## config.mk

```make
export PLATFORM = sky130hd
export DESIGN_NAME = framebuffer_ctrl
export DESIGN_NICKNAME = d
export VERILOG_FILES = /design/src/rtl/framebuffer_ctrl.sv
export SDC_FILE = /design/constraint.sdc
export NUM_CORES = 1
export LEC_CHECK = 0
export BUFFER_PORTS_ARGS = -buffer_cell sky130_fd_sc_hd__buf_2
export CORE_MARGIN = 5
export CORE_UTILIZATION = 32
export DETAILED_ROUTE_END_ITERATION = 16
export GPL_ROUTABILITY_DRIVEN = 0
export PLACE_DENSITY = 0.55
export SLEW_MARGIN = 10
export SYNTH_ARGS = -nofsm -noshare
export SYNTH_HDL_FRONTEND = slang
export SYNTH_SLANG_ARGS = --single-unit
```

## constraint.sdc

```tcl
create_clock -name Clk -period 8 [get_ports Clk]
set_input_delay 0 -clock Clk [delete_from_list [all_inputs] [get_ports Clk]]
set_output_delay 0 -clock Clk [all_outputs]
set_load 0.03 [all_outputs]
```

## src/rtl/framebuffer_ctrl.sv

```systemverilog
// framebuffer_ctrl: paces the drawing engine's pixel stream into a double-buffered
// frame RAM and serves VGA pixel reads from the buffer on screen. RAM access is
// time-sliced: a read slot and a write slot alternate on every Clk.
module framebuffer_ctrl #(
    parameter int         X_MIN     = 80,
    parameter int         Y_MIN     = 0,
    parameter int         WIDTH     = 160,
    parameter int         HEIGHT    = 240,
    parameter int         BUF_WORDS = 38400,
    parameter logic [7:0] BG_COLOR  = 8'h00
) (
    input  logic        Clk,
    input  logic        Reset,
    input  logic        frame_clk,
    input  logic [9:0]  draw_x,
    input  logic [9:0]  draw_y,
    input  logic [7:0]  draw_color,
    input  logic        draw_done,
    input  logic [9:0]  DrawX,
    input  logic [9:0]  DrawY,
    output logic        wr_en,
    output logic        buffer_using,
    output logic [7:0]  pixel_color,
    output logic [16:0] mem_addr,
    output logic [7:0]  mem_wdata,
    output logic        mem_we,
    input  logic [7:0]  mem_rdata
);

    typedef enum logic {
        READ_SLOT  = 1'b0,
        WRITE_SLOT = 1'b1
    } phase_t;

    localparam logic [16:0] BUF1_BASE = 17'(BUF_WORDS);

    // A coordinate left of / above the window wraps modulo 1024 to a large
    // offset, so one unsigned compare per axis covers both window edges
    // (valid while the window ends inside the 10-bit screen space).
    function automatic logic in_window(input logic [9:0] x, input logic [9:0] y);
        logic [9:0] dx;
        logic [9:0] dy;
        dx = x - 10'(X_MIN);
        dy = y - 10'(Y_MIN);
        return (dx < 10'(WIDTH)) && (dy < 10'(HEIGHT));
    endfunction

    // Row-major window offset, 17-bit unsigned with a constant WIDTH multiply.
    function automatic logic [16:0] win_offset(input logic [9:0] x, input logic [9:0] y);
        return (17'(y) - 17'(Y_MIN)) * 17'(WIDTH) + (17'(x) - 17'(X_MIN));
    endfunction

    phase_t      phase;
    phase_t      phase_next;
    logic [2:0]  fsync;       // [1:0] synchroniser, [2] previous synchronised level
    logic        frame_rise;
    logic        swap_req;
    logic        rd_flag;     // in-window flag of the read address just issued
    logic        rd_flag_d;   // same flag, aligned with mem_rdata
    logic        wr_in;
    logic [16:0] wr_addr;
    logic        rd_in;
    logic [16:0] rd_addr;

    // Slot phase register.
    always_ff @(posedge Clk or posedge Reset) begin
        // NOTE: sequential state uses non-blocking assignments so every register
        // samples pre-edge values regardless of statement order.
        if (Reset) phase <= READ_SLOT;
        else       phase <= phase_next;
    end

    // Next slot: read and write slots simply alternate.
    always_comb begin
        // NOTE: default assigned first so no path through the block leaves the
        // output unassigned, which would infer a latch.
        phase_next = READ_SLOT;
        case (phase)
            READ_SLOT:  phase_next = WRITE_SLOT;
            WRITE_SLOT: phase_next = READ_SLOT;
            default:    phase_next = READ_SLOT;
        endcase
    end

    assign wr_en      = (phase == WRITE_SLOT) && !draw_done;
    assign frame_rise = fsync[1] & ~fsync[2];

    // Address generation for both slots; out-of-window reads clamp to the buffer base.
    always_comb begin
        wr_in   = in_window(draw_x, draw_y);
        wr_addr = (buffer_using ? 17'd0 : BUF1_BASE) + win_offset(draw_x, draw_y);
        rd_in   = in_window(DrawX, DrawY);
        rd_addr = (buffer_using ? BUF1_BASE : 17'd0)
                + (rd_in ? win_offset(DrawX, DrawY) : 17'd0);
    end

    // Frame strobe synchroniser, edge detect and buffer swap; a frame edge while
    // the engine is still drawing is dropped, not queued.
    always_ff @(posedge Clk or posedge Reset) begin
        if (Reset) begin
            fsync        <= 3'b000;
            swap_req     <= 1'b0;
            buffer_using <= 1'b0;
        end else begin
            fsync    <= {fsync[1:0], frame_clk};
            swap_req <= frame_rise & draw_done;
            if (swap_req) buffer_using <= ~buffer_using;
        end
    end

    // RAM port: write slot registers the engine pixel, read slot the VGA address.
    always_ff @(posedge Clk or posedge Reset) begin
        if (Reset) begin
            mem_addr  <= 17'd0;
            mem_wdata <= 8'h00;
            mem_we    <= 1'b0;
        end else if (phase == WRITE_SLOT) begin
            mem_addr  <= wr_addr;
            mem_wdata <= draw_color;
            mem_we    <= wr_en & wr_in;
        end else begin
            mem_addr  <= rd_addr;
            mem_we    <= 1'b0;
        end
    end

    // Read pipeline: flag follows the address into the RAM; data lands in
    // pixel_color at the end of the following read slot, 2 Clk after sampling.
    always_ff @(posedge Clk or posedge Reset) begin
        if (Reset) begin
            rd_flag     <= 1'b0;
            rd_flag_d   <= 1'b0;
            pixel_color <= BG_COLOR;
        end else if (phase == WRITE_SLOT) begin
            rd_flag_d   <= rd_flag;
        end else begin
            rd_flag     <= rd_in;
            pixel_color <= rd_flag_d ? mem_rdata : BG_COLOR;
        end
    end

endmodule

```

==> flow_summary.json, run 1 <==
{
  "cts_resized": 0,
  "combPwrFrac_pct": 52.9,
  "hold_start": "draw_x[4]",
  "tightestPinTransition_ns": 0.781,
  "grt_max_degree": 46,
  "start_util_pct": 32.6,
  "grt_pass1_wl_microns": 15800,
  "report.power.total_uw": 1030,
  "finalCritPeriodShare_pct": 42.4,
  "synth_ff_type": "dfrtp_1",
  "io_pins": 96,
  "cts_inserted_buffers": 5,
  "ys_ff_latch": 42,
  "status": "completed",
  "hold_path_class": "in -> reg",
  "area_growth_pct": 28.1,
  "antennaDiodeCount": 0,
  "dieHeight_microns": 120,
  "drcViolationCount": 0,
  "grt_pass1_vias": 3420,
  "gr-total-overflow": 0,
  "finClkSkew_ns": 0.00586,
  "pre_cts_ws_ns": 4.33,
  "ys.warnings.count": 0,
  "yosysSeqAreaShare_pct": 27.0,
  "wl_per_cell_microns": 13.7,
  "synth_most_common_cell": "ha_1",
  "synthesis.area_sq_um": 3900,
  "clockRootBuffer": "clkbuf_16",
  "hold_buffers": 27,
  "ys_types": 50,
  "seqPwrFrac_pct": 24.8,
  "drt-total-wl_microns": 9390,
  "clock_sinks": 42,
  "syn_area_per_cell_sq_um": 9.46,
  "clock_latency_ns": 0.28,
  "tns_ns": 0,
  "antenna_found_initial": 0,
  "synth_nets": 547,
  "peakVddDrop_mv": 0.0903,
  "worstReg2RegStart": "buffer_using$_DFFE_PP0P_",
  "powerDensity_nw_per_um2": 206,
  "fmax_mhz": 295,
  "dieArea_sq_um": 14500,
  "startpoint_type": "input pin",
  "htree_levels": 2,
  "core-area_sq_um": 12000,
  "netlist_top_cells_count": "ha_1, dfrtp_1, nor2_1",
  "synthTopCellsByArea": "dfrtp_1, ha_1, xnor2_1",
  "vias": 3349,
  "drv_cap": 0,
  "synth_enable_flop_cells": 0,
  "clk_pin_slew_ns": 0.06,
  "rows": 40,
  "switching_share_pct": 38.3,
  "fillCellCount": 1164,
  "viasPerCell": 4.90,
  "first_pass_iters": 4,
  "globalRouteTotalUtil_pct": 13.2,
  "internal_power_uw": 634,
  "p_leak_uw": 0.00255,
  "postLayoutSetupSlackWorst_ns": 4.61,
  "hpwl_microns": 7590,
  "drtAntennaViolNets": 0,
  "clock_power_share_pct": 22.3,
  "die_x_microns": 120,
  "hold_viol": 0,
  "first_iter_violations": 136,
  "cts_setup_buffers": 0,
  "cts_buffer_depth": 2,
  "drive_gt1_share_pct": 23.3,
  "required_ns": 8.14,
  "setup_viol": 0,
  "fin_nets": 672,
  "crit_start": "DrawY[1]",
  "synth_top_cell_area_share_pct": 27.0,
  "cp_max_fo": 4,
  "end_kind": "register",
  "slew_viol_final": 0,
  "synthCells": 412,
  "synth.largest_area_cell": "dfrtp_1",
  "io_buffers": 95,
  "cts_tree": "yes",
  "fin_crit_ns": 3.39,
  "timing_worst_setup_path_type": "in -> reg",
  "async_flop_share_pct": 100,
  "rsz0062_at_grt": "false",
  "slew_headroom_pct": 47.9,
  "cp_data_arrival_time_ns": 3.53,
  "p_switching_uw": 393
}
==> sequential cells by signal (all words and copies together) (netlist names) <==
register and cells:
mem_we 1, pixel_color 8, phase 1, rd_flag_d 1, swap_req 1, buffer_using 1, mem_addr 17, mem_wdata 8
rd_flag 1, fsync 3
==> path summary, 6_finish.rpt <==
kind | to | slack, ns | cells past startpoint
worst max-delay path | mem_addr[16]$_DFF_PP0_ | 4.61 | 18
worst min-delay path | mem_addr[4]$_DFF_PP0_ | 0.001 | 2
worst max register to register | mem_addr[16]$_DFF_PP0_ | 4.80 | 10
worst min register to register | fsync[1]$_DFF_PP0_ | 0.36 | 0
max in group asynchronous | rd_flag_d$_DFFE_PP0P_ | 7.24 | 4
min in group asynchronous | mem_wdata[0]$_DFFE_PP0P_ | 0.40 | 4
==> cell type report <==
type | count | area (sq um) | share of cell area (%)
sequential | 42 | 1050 | 21.1
inverter | 29 | 109 | 2.18
multi-input combinational | 334 | 2710 | 54.3
clock inverter | 1 | 30.0 | 0.602
tap | 147 | 184 | 3.69
clock buffer | 6 | 139 | 2.78
timing repair buffer | 125 | 768 | 15.4
==> worst max-delay path, stage by stage <==
cell and delay [ns]:
buf_2 0.12, ha_1 0.30, ha_1 0.23, fa_1 0.40
xor2_1 0.18, ha_1 0.33, o21ai_0 0.39, o2bb2ai_1 0.18
a31o_2 0.14, o21bai_1 0.06, a21oi_1 0.17, xor2_1 0.15
nor2_1 0.06, ha_1 0.34, nand2_1 0.07, o31ai_2 0.20
xnor2_1 0.14, o21ai_1 0.07
==> metal layers <==
| layer | part of all wire (%) | wire length [microns] | vias up | global-route usage, % |
|---|---|---|---|---|
| met5 | 0 | 0 | - | 0 |
| met4 | 2.0 | 184 | 0 | 3.75 |
| met3 | 3.8 | 355 | 12 | 1.92 |
| met2 | 47 | 4450 | 67 | 23.0 |
| met1 | 47 | 4390 | 1552 | 17.0 |
| li1 | - | - | 1718 | - |
==> layout by cell type, fill, tap and decap left out, types with 2 or more instances in the layout <==
cell type / count
buf_2: 95
nor2_1: 36
mux2_2: 9
nand2b_1: 3
nor2b_1: 9
o21ai_0: 24
o21a_1: 5
a21o_1: 7
o21bai_1: 6
o31ai_1: 2
nand2_1: 31
a31oi_1: 4
xnor2_1: 26
a211oi_1: 3
a2111oi_4: 2
nand3_1: 2
dlygate4sd3_1: 27
mux2i_1: 2
dfrtp_1: 42
o21ai_1: 3
a21oi_1: 21
ha_1: 66
fa_1: 9
o31ai_2: 2
a22o_1: 7
inv_1: 27
buf_4: 3
clkbuf_16: 5
o41ai_1: 4
a221o_1: 2
nor3_1: 10
xor2_1: 16
and3_1: 5
==> power by group through the flow <==
stage | clock network (uW) | logic (uW) | registers [uW]
floorplan | 0 | 375 | 290
global placement | 0 | 535 | 258
detailed placement | 0 | 536 | 259
CTS | 234 | 551 | 255
global route | 244 | 626 | 258
finish | 229 | 544 | 255
==> kinds of logic (layout without fill, tap and decap cells) <==
logic type                 count (synthesis)  in the layout  synth area share [%]
buffers and inverters                     36            161                  3.47
DFF                                       42             42                  27.0
muxes                                     11             11                  3.12
and+or+nand+nor                          106            106                  12.7
adders and majority gates                 75             75                  25.8
xor gates and xnor gates                  42             42                  9.44
AOI/OAI and AO/OA                        100            100                  18.5
==> stage by stage <==
step	utilization [%]	cell area (sq um)	hold WS [ns]	instances
6_report	41.7	4990	0.00121	684
5_1_grt	41.7	4990	0.0199	684
4_1_cts	41.7	4990	0.00818	684
3_5_place_dp	38.1	4550	0.123	650
3_3_place_gp	38.1	4550	0.126	650
2_1_floorplan	-	3900	0.0314	412
Power figures use the tool's default switching activity.
==> inputs of run 2 (changes only) <==
==> constraint.sdc (replaced) <==
create_clock -name Clk -period 3.3 [get_ports Clk]
set_input_delay 0 -clock Clk [delete_from_list [all_inputs] [get_ports Clk]]
set_output_delay 0 -clock Clk [all_outputs]
set_load 0.03 [all_outputs]
==> run 2 against run 1 <==
  * Sequential share of layout area down 1.5 points
  * Power rose to 2.6 times the previous value
  * Non-clock buffer count is 39 higher
  * Global-route usage grew 0.16 points
  * Clock skew down 0.0023 ns
  * Hold slack gained 0.090 ns
  * First-iteration DRC count is 26% lower
  * Register-to-register slack worse by 4.2 ns
  * Die area is the same
  * Critical path depth up 2
  * Sequential cell count stayed put
  * Largest power group unchanged
==> flow_summary.json, run 2 (synthesized netlist as in run 1, its figures left out) <==
{
  "finalCritPeriodShare_pct": 96.1,
  "whs_endpoint": "mem_addr[4]$_DFF_PP0_",
  "core-area_sq_um": 12000,
  "post-route-util_pct": 44.9,
  "final_common_cell": "buf_2",
  "fin_nets": 711,
  "reg.largest.list": "mem_addr x17, mem_wdata x8, pixel_color x8",
  "fin_crit_ns": 3.17,
  "tightestPinTransition_ns": 0.571,
  "fin_area_sq_um": 5370,
  "antenna_found_initial": 0,
  "first_iter_violations": 100,
  "die_x_microns": 120,
  "tns_ns": 0,
  "io_buffers": 95,
  "critPathMaxStageDelay_ns": 0.39,
  "grt_pass1_vias": 3490,
  "multiInputGateArea_sq_um": 2800,
  "slew_headroom_pct": 61.9,
  "wl_per_cell_microns": 13.4,
  "htree_levels": 2,
  "globalRouteTotalUtil_pct": 13.3,
  "timing_worst_setup_path_type": "in -> reg",
  "clockRootBuffer": "clkbuf_16",
  "holdWs_ns": 0.0908,
  "clock_latency_ns": 0.27,
  "vias": 3469,
  "hold-path-cell-count": 4,
  "ff_latch_area_sq_um": 1050,
  "grt_pass1_wl_microns": 16000,
  "hold_path_class": "in -> reg",
  "critical_path.slowest_cell": "fa_2",
  "drcViolationCount": 0,
  "cp_data_arrival_time_ns": 3.32,
  "drv_cap": 0,
  "dieHeight_microns": 120,
  "reg2reg_slack_ns": 0.57,
  "startpoint_type": "input pin",
  "cp_max_fo": 3,
  "dieArea_sq_um": 14500,
  "start_util_pct": 32.6,
  "required_ns": 3.45,
  "r2r_end": "mem_addr[15]$_DFF_PP0_",
  "first_pass_iters": 4,
  "end_kind": "register",
  "largest_register_ffs": 17,
  "place_area_sq_um": 4840,
  "gr-total-overflow": 0,
  "rsz0062_at_grt": "true",
  "hold_start": "DrawX[4]",
  "grt_max_degree": 45,
  "slew_viol_final": 0,
  "io_pins": 96,
  "p_leak_uw": 0.00274,
  "fillCellCount": 1093,
  "drtAntennaViolNets": 0,
  "finClkSkew_ns": 0.00360,
  "crit_chain": "buf_8 > ha_4 > ha_4 > fa_2 > a21o_1 > a21oi_2 > xnor2_1 > ha_2 > nor2_4 > o2bb2ai_2 > a31o_2 > o21bai_1 > a21oi_2 > xor2_1 > nor2_1 > ha_1 > nand2_1 > o31ai_2 > xnor2_1 > o21ai_1",
  "worstReg2RegStart": "buffer_using$_DFFE_PP0P_",
  "drive_gt1_share_pct": 30.8,
  "reg2reg_depth": 9,
  "hpwl_microns": 7780,
  "cts_buffer_depth": 2,
  "antennaDiodeCount": 0,
  "top_register": "mem_addr",
  "hold_viol": 0,
  "clk_pin_slew_ns": 0.06,
  "rows": 40,
  "powerDensity_nw_per_um2": 488,
  "viasPerCell": 4.79,
  "area_growth_pct": 37.8,
  "peakVddDrop_mv": 0.236,
  "drt-total-wl_microns": 9720,
  "status": "completed",
  "cts_tree": "yes",
  "most-common-layout-cells": "buf_2, ha_1, dfrtp_1",
  "setup_viol": 0,
  "cts_inserted_buffers": 5,
  "fmax_mhz": 315,
  "clock_sinks": 42
}
run 2: cell count changes in the layout (fill, tap and decap cells not counted), sizes merged:
cell,previous run,this run
buf,98,136
bufinv,1,0
clkbuf,6,7
clkinv,1,2
dlygate4sd3,27,28
run 2: metal layers:
layer  GRT usage [%]  part of all wire, %
met1            16.1                   44
met2            25.0                   51
met3            2.25                  4.4
met4            2.62                 0.67
met5               0                    0
run 2: where the power goes:
part           total (uW)  switching, uW  internal (uW)
Sequential            607           32.7            575
Clock                 478            178            299
Combinational        1530            787            748
run 2: how the worst max path moves through the flow:
stage	start	end	cells after the start
finish	DrawY[3]	mem_addr[16]$_DFF_PP0_	20
global route	DrawY[2]	mem_addr[14]$_DFF_PP0_	18
CTS	DrawY[1]	mem_addr[16]$_DFF_PP0_	19
detailed placement	DrawY[1]	mem_addr[16]$_DFF_PP0_	19
global placement	DrawY[1]	mem_addr[16]$_DFF_PP0_	19
floorplan	DrawY[1]	mem_addr[16]$_DFF_PP0_	17
run 2: cell type report:
cell class                      instances  share of cell area [%]
Multi-Input combinational cell        334                    52.1
Timing Repair Buffer                  164                    20.1
Clock buffer                            7                    2.66
Clock inverter                          1                  0.0932
Inverter                               29                    2.03
Sequential cell                        42                    19.6
Tap cell                              147                    3.43
run 2: what timing repair did:
item,4_1_cts,5_1_grt
hold buffers,27,1
endpoints found under the setup margin,1,4
endpoints found under the hold margin,64,1
gates resized for setup,0,22
buffers inserted,0,1
pin swaps,2,16
run 2: worst max-delay path, delay by kind of cell:
family	cells	cell delay, ns
AOI/OAI and AO/OA	8	1.26
xor gates and xnor gates	3	0.43
adders and majority gates	5	1.34
buffers and inverters	1	0.10
and+or+nand+nor	3	0.18
run 2: through the flow:
step | setup slack, ns | cells | power (uW)
5_1_grt | -0.0762 | 724 | 2880
3_5_place_dp | -0.287 | 687 | 2100
2_1_floorplan | 0.0426 | 412 | 1610
6_report | 0.130 | 724 | 2620
3_3_place_gp | -0.184 | 687 | 2090
4_1_cts | 0.00974 | 722 | 2620
